## src/rtl/vga_sync_receiver.sv

```systemverilog
// VGA timing receiver: locks onto hsync/vsync, verifies line and frame lengths, emits active-area pixels.
// Optional build macro VGA_RX_CHECKSUM_EN adds a per-frame pixel checksum output (frame_sum).
`timescale 1ns/1ps
module vga_sync_receiver #(
  parameter int H_TOTAL     = 800,
  parameter int V_TOTAL     = 525,
  parameter int H_ACT_START = 144,
  parameter int H_ACT       = 640,
  parameter int V_ACT_START = 35,
  parameter int V_ACT       = 480
) (
  input  logic        clk,
  input  logic        clr,
  input  logic        hsync_i,
  input  logic        vsync_i,
  input  logic [3:0]  r_i,
  input  logic [3:0]  g_i,
  input  logic [3:0]  b_i,
  output logic        locked,
  output logic        frame_start,
  output logic        pix_valid,
  output logic [9:0]  pix_x,
  output logic [9:0]  pix_y,
  output logic [11:0] pix_rgb,
  output logic        sync_err,
  output logic [9:0]  line_len
`ifdef VGA_RX_CHECKSUM_EN
  ,
  output logic [15:0] frame_sum
`endif
);

  typedef enum logic [1:0] {SEARCH, CHECK, LOCKED} state_t;

  localparam logic [10:0] H_TOTAL_W = 11'(H_TOTAL);
  localparam logic [10:0] V_TOTAL_W = 11'(V_TOTAL);
  localparam logic [10:0] H_LO      = 11'(H_ACT_START);
  localparam logic [10:0] H_HI      = 11'(H_ACT_START + H_ACT);
  localparam logic [10:0] V_LO      = 11'(V_ACT_START);
  localparam logic [10:0] V_HI      = 11'(V_ACT_START + V_ACT);
  localparam logic [9:0]  CNT_MAX   = 10'd1023;

  state_t      state_q, state_d;
  logic        hs_d1_q, hs_d2_q, vs_d1_q, vs_d2_q;
  logic [11:0] rgb_d1_q, rgb_d2_q;
  logic [9:0]  hcnt_q, hcnt_d, vcnt_q, vcnt_d;
  logic [9:0]  line_len_q, line_len_d;
  logic        bad_q, bad_d, armed_q, armed_d;
  logic        frame_start_q, frame_start_d, sync_err_q, sync_err_d;
  logic        pix_valid_q, pix_valid_d;
  logic [9:0]  pix_x_q, pix_x_d, pix_y_q, pix_y_d;
  logic [11:0] pix_rgb_q, pix_rgb_d;
  logic        hfall, vfall, h_bad, v_bad, hcnt_max;
  logic [10:0] hcnt_p1, vcnt_p1;

  always_comb begin
    hfall    = hs_d2_q & ~hs_d1_q;
    vfall    = vs_d2_q & ~vs_d1_q;
    hcnt_p1  = {1'b0, hcnt_q} + 11'd1;
    vcnt_p1  = {1'b0, vcnt_q} + 11'd1;
    hcnt_max = (hcnt_q == CNT_MAX);
    h_bad    = hfall && (hcnt_p1 != H_TOTAL_W);
    v_bad    = (vcnt_p1 != V_TOTAL_W);

    hcnt_d     = hfall ? 10'd0 : (hcnt_max ? hcnt_q : hcnt_p1[9:0]);
    vcnt_d     = vcnt_q;
    line_len_d = line_len_q;
    if (hfall) begin
      line_len_d = hcnt_p1[9:0];
      vcnt_d     = vfall ? 10'd0 : ((vcnt_q == CNT_MAX) ? vcnt_q : vcnt_p1[9:0]);
    end else if (vfall) begin
      vcnt_d = 10'd0;
    end
  end

  // The first vfall seen in CHECK only arms the frame count; later ones are judged.
  always_comb begin
    state_d       = state_q;
    bad_d         = bad_q;
    armed_d       = armed_q;
    frame_start_d = 1'b0;
    sync_err_d    = 1'b0;
    case (state_q)
      SEARCH: begin
        bad_d   = 1'b0;
        armed_d = 1'b0;
        if (vfall) state_d = CHECK;
      end
      CHECK: begin
        if (h_bad) bad_d = 1'b1;
        if (vfall) begin
          if (armed_q && !(bad_q || h_bad) && !v_bad) state_d = LOCKED;
          armed_d = 1'b1;
          bad_d   = 1'b0;
        end
        if (hcnt_max) state_d = SEARCH;
      end
      LOCKED: begin
        bad_d   = 1'b0;
        armed_d = 1'b0;
        if (h_bad || (vfall && v_bad) || hcnt_max) begin
          state_d    = SEARCH;
          sync_err_d = 1'b1;
        end else if (vfall) begin
          frame_start_d = 1'b1;
        end
      end
      default: state_d = SEARCH;
    endcase
  end

  always_comb begin
    pix_valid_d = (state_q == LOCKED)
               && ({1'b0, hcnt_q} >= H_LO) && ({1'b0, hcnt_q} < H_HI)
               && ({1'b0, vcnt_q} >= V_LO) && ({1'b0, vcnt_q} < V_HI);
    pix_x_d     = pix_valid_d ? (hcnt_q - H_LO[9:0]) : 10'd0;
    pix_y_d     = pix_valid_d ? (vcnt_q - V_LO[9:0]) : 10'd0;
    pix_rgb_d   = pix_valid_d ? rgb_d2_q : 12'd0;
  end

  always_ff @(posedge clk) begin
    if (clr) begin
      state_q       <= SEARCH;
      hs_d1_q       <= 1'b1;
      hs_d2_q       <= 1'b1;
      vs_d1_q       <= 1'b1;
      vs_d2_q       <= 1'b1;
      rgb_d1_q      <= 12'd0;
      rgb_d2_q      <= 12'd0;
      hcnt_q        <= 10'd0;
      vcnt_q        <= 10'd0;
      line_len_q    <= 10'd0;
      bad_q         <= 1'b0;
      armed_q       <= 1'b0;
      frame_start_q <= 1'b0;
      sync_err_q    <= 1'b0;
      pix_valid_q   <= 1'b0;
      pix_x_q       <= 10'd0;
      pix_y_q       <= 10'd0;
      pix_rgb_q     <= 12'd0;
    end else begin
      state_q       <= state_d;
      hs_d1_q       <= hsync_i;
      hs_d2_q       <= hs_d1_q;
      vs_d1_q       <= vsync_i;
      vs_d2_q       <= vs_d1_q;
      rgb_d1_q      <= {r_i, g_i, b_i};
      rgb_d2_q      <= rgb_d1_q;
      hcnt_q        <= hcnt_d;
      vcnt_q        <= vcnt_d;
      line_len_q    <= line_len_d;
      bad_q         <= bad_d;
      armed_q       <= armed_d;
      frame_start_q <= frame_start_d;
      sync_err_q    <= sync_err_d;
      pix_valid_q   <= pix_valid_d;
      pix_x_q       <= pix_x_d;
      pix_y_q       <= pix_y_d;
      pix_rgb_q     <= pix_rgb_d;
    end
  end

  assign locked      = (state_q == LOCKED);
  assign frame_start = frame_start_q;
  assign sync_err    = sync_err_q;
  assign line_len    = line_len_q;
  assign pix_valid   = pix_valid_q;
  assign pix_x       = pix_x_q;
  assign pix_y       = pix_y_q;
  assign pix_rgb     = pix_rgb_q;

`ifdef VGA_RX_CHECKSUM_EN
  // A pixel landing on the frame_start cycle belongs to the frame being closed.
  logic [15:0] acc_q, acc_d, frame_sum_q, frame_sum_d, acc_add;

  always_comb begin
    acc_add     = acc_q + (pix_valid_q ? {4'd0, pix_rgb_q} : 16'd0);
    acc_d       = acc_add;
    frame_sum_d = frame_sum_q;
    if (frame_start_q) begin
      frame_sum_d = acc_add;
      acc_d       = 16'd0;
    end
  end

  always_ff @(posedge clk) begin
    if (clr) begin
      acc_q       <= 16'd0;
      frame_sum_q <= 16'd0;
    end else begin
      acc_q       <= acc_d;
      frame_sum_q <= frame_sum_d;
    end
  end

  assign frame_sum = frame_sum_q;
`endif

endmodule
```

## config.mk

```make
export PLATFORM = sky130hd
export DESIGN_NAME = vga_sync_receiver
export DESIGN_NICKNAME = d
export VERILOG_FILES = /design/src/rtl/vga_sync_receiver.sv
export SDC_FILE = /design/constraint.sdc
export NUM_CORES = 1
export LEC_CHECK = 0
export CAP_MARGIN = 20
export CORE_UTILIZATION = 50
export CTS_CLUSTER_DIAMETER = 150
export DETAILED_ROUTE_END_ITERATION = 12
export DONT_BUFFER_PORTS = 1
export GPL_ROUTABILITY_DRIVEN = 0
export PLACE_DENSITY = 0.61
export SLEW_MARGIN = 25
export SYNTH_ARGS = -nofsm -noshare
export SYNTH_HDL_FRONTEND = slang
export SYNTH_SLANG_ARGS = --single-unit
```

## constraint.sdc

```tcl
create_clock -name clk -period 2.61 [get_ports clk]
set_clock_uncertainty 0.1 [all_clocks]
set_input_delay 0.261 -clock clk [delete_from_list [all_inputs] [get_ports clk]]
set_output_delay 0.261 -clock clk [all_outputs]
set_load 0.01 [all_outputs]
```

# ---- Word level (Yosys, flattened, before mapping)
# Index checks and enable logic that the tools add are counted.
dict set report word_totals {
  ff_bits 97
  inputBits 16
  out_inout_bits 46
}
dict set report classes {
  add_sub_neg 4
  order_cmp 4
  eq_ne 13
  n_mux 17
  n_bitwise 6
  n_reduce_logical 25
}
# op count
set ops {}
lappend ops {{2-to-1 mux 10 bit} 4}
lappend ops {{adder 10 x 1 -> 11 bit, second input constant} 2}
lappend ops {{inequality test 11 x 10 -> 1 bit, second input constant} 2}
lappend ops {{equality test 10 bit, second input constant} 2}
lappend ops {{< comparator 10 bit, second input constant} 2}
lappend ops {{greater-or-equal comparator 10 x 6 -> 1 bit, second input constant} 1}
lappend ops {{greater-or-equal comparator 10 x 8 -> 1 bit, second input constant} 1}
lappend ops {{2-to-1 mux 2 bit} 5}
lappend ops {{subtractor 10 x 6 -> 10 bit, second input constant} 1}
lappend ops {{subtractor 10 x 8 -> 10 bit, second input constant} 1}
lappend ops {{inequality test 3 bit, second input constant} 3}
lappend ops {{logical AND 1 bit} 8}
lappend ops {{OR reduction 2 bit} 4}
lappend ops {{inequality test 2 bit, second input constant} 3}
lappend ops {{one-hot mux 2 bit (3 select lines)} 1}
lappend ops {{AND reduction 2 bit} 3}
lappend ops {{2-to-1 mux 1 bit} 5}
lappend ops {{NOT 1 bit} 4}
lappend ops {{one-hot mux 1 bit (2 select lines)} 2}
lappend ops {{AND reduction 4 bit} 1}
lappend ops {{nonzero test 2 bit} 2}
lappend ops {{logical OR 1 bit} 3}
lappend ops {{OR reduction 3 bit} 1}
lappend ops {{AND 1 bit} 2}
lappend ops {{other kinds (5)} 6}

# ---- Longest topological paths before layout
# Gate-level depths: netlist (run 1).
dict set report depth {
  word_depth 11
  mapped_depth 9
}

# ---- Worst setup path before layout (run 1)
# No wires, ideal clock.
dict set report synth_path {
  path_type {reg-to-reg}
  startpoint {reg hcnt_q[0]}
  endpoint {reg state_q[0]}
  setup_time_ps 120
  t_arrival_ps 1876
  t_required_ps 2390
  path_slack_ps 515
  stages_incl_launch_ff 8
  n_path_buf 1
  path_cell_list {dfxtp_1 ha_1 and4_4 buf_6 and3_1 o2111ai_1 o31a_1 o31a_1}
}
dict set report synth_between {
  elab_chain_cells 9
}
# element line_no
set synth_rtl {}
lappend synth_rtl {{from (decl)} 46} ;# logic [9:0] hcnt_q, hcnt_d, vcnt_q, vcnt_d;
lappend synth_rtl {{from (signal assigned)} 149} ;# hcnt_q <= hcnt_d;
lappend synth_rtl {{adder 10 x 1 -> 11 bit} 59} ;# hcnt_p1 = {1'b0, hcnt_q} + 11'd1;
lappend synth_rtl {{inequality test 11 x 10 -> 1 bit} 62} ;# h_bad = hfall && (hcnt_p1 != H_TOTAL_W);
lappend synth_rtl {{logical AND 1 bit} 62}
lappend synth_rtl {{logical OR 1 bit} 92} ;# if (armed_q && !(bad_q || h_bad) && !v_bad) state_d = LOCKED;
lappend synth_rtl {{logical NOT 1 bit} 92}
lappend synth_rtl {{logical AND 1 bit (2 in series)} 92}
lappend synth_rtl {{inequality test 3 bit (no source line)} n/a}
lappend synth_rtl {{AND reduction 4 bit (no source line)} n/a}
lappend synth_rtl {{to (signal assigned)} 142} ;# state_q <= state_d;
lappend synth_rtl {{to (decl)} 43} ;# state_t state_q, state_d;
# Parallel ways exist; a longest one is shown, timed or not.
# A chain may end at the register's enable or synchronous reset.

# ---- Worst setup path in the final report (run 1)
dict set report layout_path {
  startpoint {reg vcnt_q[0]}
  endpoint {reg pix_rgb_q[6] (netlist: pix_rgb[6])}
}
dict set report layout_between {
  elab_chain_cells 5
}
# element line_no
set layout_rtl {}
lappend layout_rtl {{from (decl)} 46}
lappend layout_rtl {{from (signal assigned)} 150} ;# vcnt_q <= vcnt_d;
lappend layout_rtl {{greater-or-equal comparator 10 x 6 -> 1 bit} 115} ;# && ({1'b0, vcnt_q} >= V_LO) && ({1'b0, vcnt_q} < V_HI);
lappend layout_rtl {{logical AND 1 bit} 115}
lappend layout_rtl {{logical AND 1 bit *} 115}
lappend layout_rtl {{NOT 1 bit (no source line) *} n/a}
lappend layout_rtl {{OR reduction 2 bit (no source line) *} n/a}
lappend layout_rtl {{to (signal assigned)} 159} ;# pix_rgb_q <= pix_rgb_d;
lappend layout_rtl {{to (decl)} 52} ;# logic [11:0] pix_rgb_q, pix_rgb_d;
# Mark *: on every way between the ends. The rest lies on a longest branch, timed or not.

==> impl_metrics.py, run 1 <==
metrics = {
    "status": {
        "status": "completed",
    },
    "detailed_routing": {
        "route.detailed.drc": 0,
        "viasPerCell": 4.97,
        "wl_mm": 6.48,
        "vias": 2386,
        "wl_per_cell_um": 13.5,
        "ant_nets": 0,
        "dr.first_iter.drc_count": 66,
        "dr.pass1.iters": 4,
    },
    "power": {
        "sw_frac_of_total": 0.253,
        "pwr-share-seq": 0.590,
        "ir_drop_uv": 330,
        "cellLeakagePower_nw": 1.54,
        "power_frac_clock": 0.369,
        "pwr-share-comb": 0.040,
        "p_per_area_nw_per_um2": 637,
        "p_int_mw": 1.95,
        "p_sw_mw": 0.660,
        "power.total_mw": 2.61,
    },
    "worst_setup_path": {
        "critPathMaxFanout": 17,
        "cp.required_ns": 2.82,
        "critical_path_depth": 7,
        "reg2reg_slack_ns": 0.26,
        "r2r-end": "pix_rgb[6]",
        "worst_path_max_delay_cell": "dfxtp_1",
        "worst-path-buf-inv": 1,
        "arrival_ns": 2.56,
        "crit_family": "compound AO/OA/AOI/OAI gates",
        "reg2reg_depth": 7,
        "reg2reg_from": "vcnt_q[0]",
        "cp_cell_sequence": "ha_1 > nor4_4 > or2b_4 > a21oi_1 > o2111ai_4 > inv_6 > and2_4",
        "cp-start-kind": "register",
        "critical_path_class": "reg2reg",
        "end_kind": "register",
        "critPathMaxStageDelay_ns": 0.48,
    },
    "floorplanning": {
        "initial_core_util": 0.516,
        "die_y_um": 88.3,
        "row_count": 31,
        "die_width_um": 88.3,
        "ios": 62,
        "die_area_um2": 7790,
        "core-area_um2": 7210,
    },
    "worst_hold_path": {
        "whs_endpoint": "sync_err",
        "hold_path_class": "in2reg",
        "min_path_cells": 2,
        "hp-start": "clr",
    },
    "layout": {
        "antenna_cells": 0,
        "area_growth_syn_to_layout_pct": 10.2,
        "fill_cells": 652,
        "drive_gt1_frac": 0.121,
        "layout.nets": 399,
    },
    "sta": {
        "setup_viol": 0,
        "relSlewSlack": 0.554,
        "final_max_slew_viol_count": 0,
        "fin_crit_ns": 2.35,
        "worst_pin_slew_ns": 0.653,
        "fin_tns_setup_ns": 0,
        "min_period_over_period": 0.902,
        "whs_ns": 0.0174,
        "final_hold_viol_count": 0,
        "fmax_mhz": 425,
        "rsz0062_at_grt": "no",
    },
    "run": {
        "cap_violations": 0,
    },
    "global_route": {
        "grt_pass1_vias": 2271,
        "grt_usage": 0.182,
        "grt_max_degree": 41,
        "antenna_found_initial": 0,
        "overflow": 0,
        "grt_pass1_wl_mm": 10.8,
    },
    "clock_tree": {
        "cts_resized": 0,
        "ctsHoldBuffers": 15,
        "cts_tree": "built",
        "cts.reportedPaths.clkPinSlew_ns": 0.10,
        "post_cts_buffers": 0,
        "cts_buffer_depth": 2,
        "htree_levels": 3,
        "cts-root-buf": "clkbuf_8",
        "cts_inserted_buffers": 9,
        "clk_latency_ns": 0.36,
        "clock-sinks": 97,
    },
    "logic_synthesis": {
        "syn_area_um2": 3720,
        "postSynthCellCount": 368,
        "synth.net_count": 391,
        "synth-warning-count": 0,
        "yosysSeqAreaShare": 0.522,
        "avgSynthCellArea_um2": 10.1,
        "synth-async-reset-ratio": 0,
        "ys.flop_type": "dfxtp_1",
        "synth_edf_count": 0,
        "synth-seq-cells": 97,
        "post_synth_num_cell_types": 53,
    },
    "placed_design": {
        "numPortBuffers": 0,
        "post-dp-hpwl_mm": 4.27,
    },
}
-- power by group through the flow --
stage,combinational (mW),clock [mW],sequential (mW)
after floorplan,0.0721,0,1.57
after global placement,0.0780,0,1.57
after detailed placement,0.0783,0,1.58
after CTS,0.106,0.995,1.54
after global routing,0.120,1.06,1.55
final,0.106,0.965,1.54
-- cell type report --
class	instances	area (um^2)	share of cell area
timing repair buffer	18	183	0.0446
tap	99	124	0.0302
sequential	97	1940	0.474
clock buffer	9	124	0.0302
multi-input combinational	242	1610	0.393
clock inverter	7	80.1	0.0195
inverter	8	35.0	0.00854
-- per-stage QoR --
stage / setup WS [ns] / instance area [um^2] / cells / util
final: 0.256 / 4100 / 480 / 0.568
after global routing: 0.0551 / 4100 / 480 / 0.568
after CTS: 0.203 / 4100 / 480 / 0.568
after detailed placement: 0.254 / 3740 / 449 / 0.518
after global placement: 0.322 / 3740 / 449 / 0.518
after floorplan: 0.515 / 3720 / 368 / -
-- cells in the final DEF, fill, tap and decap left out, types with 2 or more instances in the layout --
| cell | instances |
|---|---|
| nor3_1 | 8 |
| nand3_2 | 2 |
| ha_1 | 7 |
| and2_1 | 9 |
| clkinv_8 | 2 |
| xnor2_1 | 20 |
| and3_1 | 3 |
| or3_1 | 4 |
| and2_4 | 9 |
| nand3_1 | 5 |
| nor3b_1 | 2 |
| nand2_1 | 15 |
| dfxtp_1 | 97 |
| nor2_1 | 44 |
| inv_1 | 7 |
| inv_8 | 2 |
| dlygate4sd3_1 | 14 |
| inv_6 | 3 |
| clkbuf_8 | 9 |
| mux2i_1 | 2 |
| a21oi_1 | 14 |
| and4b_1 | 2 |
| buf_4 | 3 |
| or2_2 | 5 |
| xor2_1 | 8 |
| a211oi_1 | 9 |
| o21ai_0 | 4 |
| nor2b_1 | 31 |
| o31a_1 | 6 |
| nand4_1 | 5 |
| nand2b_1 | 7 |
-- sequential cells by signal (all words and copies together) (netlist names), 2 cells and up --
name	flops
pix_x	10
state_q	2
rgb_d2_q	12
hcnt_q	10
pix_y	10
rgb_d1_q	12
line_len	10
vcnt_q	10
pix_rgb	12
-- Yosys cell counts, types with 6 or more instances --
cell type | n | area (um^2)
xnor2_1 | 20 | 175
and2_4 | 9 | 78.8
nand2_1 | 15 | 56.3
a211oi_1 | 9 | 67.6
and2_1 | 9 | 56.3
inv_1 | 7 | 26.3
o31a_1 | 6 | 52.6
nor3_1 | 8 | 40.0
nor2b_1 | 31 | 194
clkbuf_1 | 6 | 22.5
nand2b_1 | 7 | 43.8
dfxtp_1 | 97 | 1940
xor2_1 | 8 | 70.1
ha_1 | 7 | 87.6
a21oi_1 | 14 | 70.1
nor2_1 | 44 | 165
-- logic make-up (layout without fill, tap and decap cells) --
family | count (synthesis) | after routing | share of synthesized area
AOI/OAI and AO/OA | 44 | 44 | 0.0881
xor gates and xnor gates | 28 | 28 | 0.0659
adders and majority gates | 7 | 7 | 0.0235
buffers and inverters | 29 | 42 | 0.0444
DFF | 97 | 97 | 0.522
muxes | 3 | 3 | 0.00841
and+or+nand+nor | 160 | 160 | 0.248
-- how the worst max path moves through the flow --
stage / end / slack, ns / start
global route: pix_rgb[6] / 0.06 / vcnt_q[0]
detailed placement: pix_rgb[6] / 0.25 / vcnt_q[0]
floorplan: state_q[0] / 0.51 / hcnt_q[0]
CTS: pix_rgb[6] / 0.20 / vcnt_q[0]
finish: pix_rgb[6] / 0.26 / vcnt_q[0]
global placement: pix_rgb[5] / 0.32 / vcnt_q[0]
-- routing by layer --
layer	vias to the layer above	wire length, um	track usage
met2	44	3070	0.297
met1	1093	3050	0.230
met3	4	311	0.0560
li1	1245	-	-
met4	0	54	0.0587
met5	-	0	0
(Power assumes the default switching activity.)
==> run 2: changes to the inputs <==
Settings changed: CTS_CLUSTER_DIAMETER 150 to 80, SKIP_CTS_REPAIR_TIMING set to 1.
==> run 2 against run 1 <==
  * Sequential share of layout area stayed put
  * Register-to-register slack is essentially flat
  * Final cell count unchanged
  * Utilization did not move
  * Die area unchanged
  * Sequential power hardly changed
  * Final area stayed put
  * Critical endpoint unchanged
  * Non-clock buffer count unchanged
  * Fmax about the same
  * Largest cell class unchanged
  * Combinational power about the same
  * Sequential cell count is the same
  * Largest power group unchanged
==> impl_metrics.py, run 2 (same netlist as run 1, synthesis figures left out) <==
metrics = {
    "sta": {
        "min_period_over_period": 0.903,
        "rsz0062_at_grt": "no",
        "fin_tns_setup_ns": 0,
        "final_max_slew_viol_count": 0,
        "final_hold_viol_count": 0,
        "fmax_mhz": 424,
        "worst_pin_slew_ns": 0.671,
        "setup_viol": 0,
        "fin_crit_ns": 2.36,
        "relSlewSlack": 0.541,
    },
    "power": {
        "p_per_area_nw_per_um2": 637,
        "p_int_mw": 1.95,
        "power_frac_clock": 0.370,
        "cellLeakagePower_nw": 1.54,
        "p_sw_mw": 0.662,
        "pwr-share-comb": 0.041,
        "ir_drop_uv": 328,
        "sw_frac_of_total": 0.253,
        "pwr-share-seq": 0.590,
    },
    "floorplanning": {
        "die_width_um": 88.3,
        "die_area_um2": 7790,
        "ios": 62,
        "core-area_um2": 7210,
        "row_count": 31,
        "die_y_um": 88.3,
        "initial_core_util": 0.516,
    },
    "status": {
        "status": "completed",
    },
    "detailed_routing": {
        "wl_per_cell_um": 13.6,
        "wl_mm": 6.52,
        "dr.first_iter.drc_count": 67,
        "vias": 2396,
        "viasPerCell": 4.99,
        "ant_nets": 0,
        "dr.pass1.iters": 4,
        "route.detailed.drc": 0,
    },
    "layout": {
        "fill_cells": 654,
        "drive_gt1_frac": 0.121,
        "antenna_cells": 0,
        "final_area_um2": 4100,
        "fin_cells": 480,
        "mostFrequentLayoutCells": "97 x dfxtp_1, 44 x nor2_1, 31 x nor2b_1, 20 x xnor2_1, 15 x nand2_1",
        "layout.nets": 399,
        "area_growth_syn_to_layout_pct": 10.2,
        "mostFrequentLayoutCell": "dfxtp_1",
    },
    "worst_setup_path": {
        "critPathMaxStageDelay_ns": 0.48,
        "reg2reg_depth": 7,
        "reg2reg_slack_ns": 0.25,
        "crit_end": "pix_rgb[6]",
        "cp_cell_sequence": "ha_1 > nor4_4 > or2b_4 > a21oi_1 > o2111ai_4 > inv_6 > and2_4",
        "worst-path-buf-inv": 1,
        "crit_start": "vcnt_q[0]",
        "crit_family": "compound AO/OA/AOI/OAI gates",
        "cp.required_ns": 2.82,
        "critical_path_depth": 7,
        "worst_path_max_delay_cell": "dfxtp_1",
        "critPathMaxFanout": 17,
        "end_kind": "register",
        "r2r-end": "pix_rgb[6]",
        "arrival_ns": 2.57,
        "critical_path_class": "reg2reg",
        "reg2reg_from": "vcnt_q[0]",
        "cp-start-kind": "register",
    },
    "clock_tree": {
        "cts_tree": "built",
        "clock-sinks": 97,
        "cts.reportedPaths.clkPinSlew_ns": 0.10,
        "cts_inserted_buffers": 9,
        "clk_latency_ns": 0.36,
        "cts_buffer_depth": 2,
        "cts-root-buf": "clkbuf_8",
        "htree_levels": 3,
    },
    "placed_design": {
        "numPortBuffers": 0,
        "dp_cells": 449,
        "post-dp-hpwl_mm": 4.27,
        "dpl_cell_area_um2": 3740,
    },
    "worst_hold_path": {
        "hold_path_class": "in2reg",
    },
    "global_route": {
        "grt_max_degree": 45,
        "grt_pass1_wl_mm": 10.5,
        "overflow": 0,
        "antenna_found_initial": 0,
        "grt_usage": 0.176,
        "grt_pass1_vias": 2196,
    },
    "run": {
        "cap_violations": 0,
    },
}
==> run 2: cell counts in the layout (fill, tap and decap cells not counted) <==
Identical to the previous run, type by type.
==> run 2: metal layers <==
layer / track usage / part of all wire
met5: 0 / 0
met4: 0.0572 / 0.0083
met3: 0.0504 / 0.039
met2: 0.285 / 0.47
met1: 0.226 / 0.48
==> run 2: worst min path at each step <==
stage | startpoint | to | slack [ns] | cells after the start
finish | clr | state_q[1] | 0.007 | 2
global route | clr | state_q[1] | 0.009 | 2
CTS | clr | rgb_d2_q[11] | -0.17 | 1
detailed placement | clr | rgb_d2_q[7] | 0.24 | 1
global placement | clr | rgb_d2_q[6] | 0.24 | 1
floorplan | hsync_i | hs_d1_q | 0.26 | 1
==> run 2: power groups by stage <==
| stage | combinational [mW] | clock (mW) | sequential, mW |
|---|---|---|---|
| after global routing | 0.120 | 1.06 | 1.55 |
| after CTS | 0.0787 | 0.995 | 1.54 |
| after floorplan | 0.0721 | 0 | 1.57 |
| final | 0.106 | 0.966 | 1.54 |
| after detailed placement | 0.0783 | 0 | 1.58 |
| after global placement | 0.0780 | 0 | 1.57 |
==> run 2: cell type report <==
| type | count | area, um^2 | area share |
|---|---|---|---|
| clock inverters | 7 | 80.1 | 0.0195 |
| multi-input cells | 242 | 1610 | 0.393 |
| flip-flops and latches | 97 | 1940 | 0.474 |
| repair buffers | 18 | 183 | 0.0446 |
| clock buffers | 9 | 124 | 0.0302 |
| well taps | 99 | 124 | 0.0302 |
| inverters | 8 | 35.0 | 0.00854 |
==> run 2: per-stage QoR <==
| stage | setup slack, ns | utilization | hold WS [ns] | power (mW) |
|---|---|---|---|---|
| finish | 0.254 | 0.568 | 0.00712 | 2.61 |
| global route | 0.0551 | 0.568 | 0.00850 | 2.72 |
| CTS | 0.203 | 0.546 | -0.168 | 2.61 |
| detailed placement | 0.254 | 0.518 | 0.237 | 1.65 |
| global placement | 0.322 | 0.518 | 0.236 | 1.65 |
| floorplan | 0.515 | - | 0.265 | 1.64 |
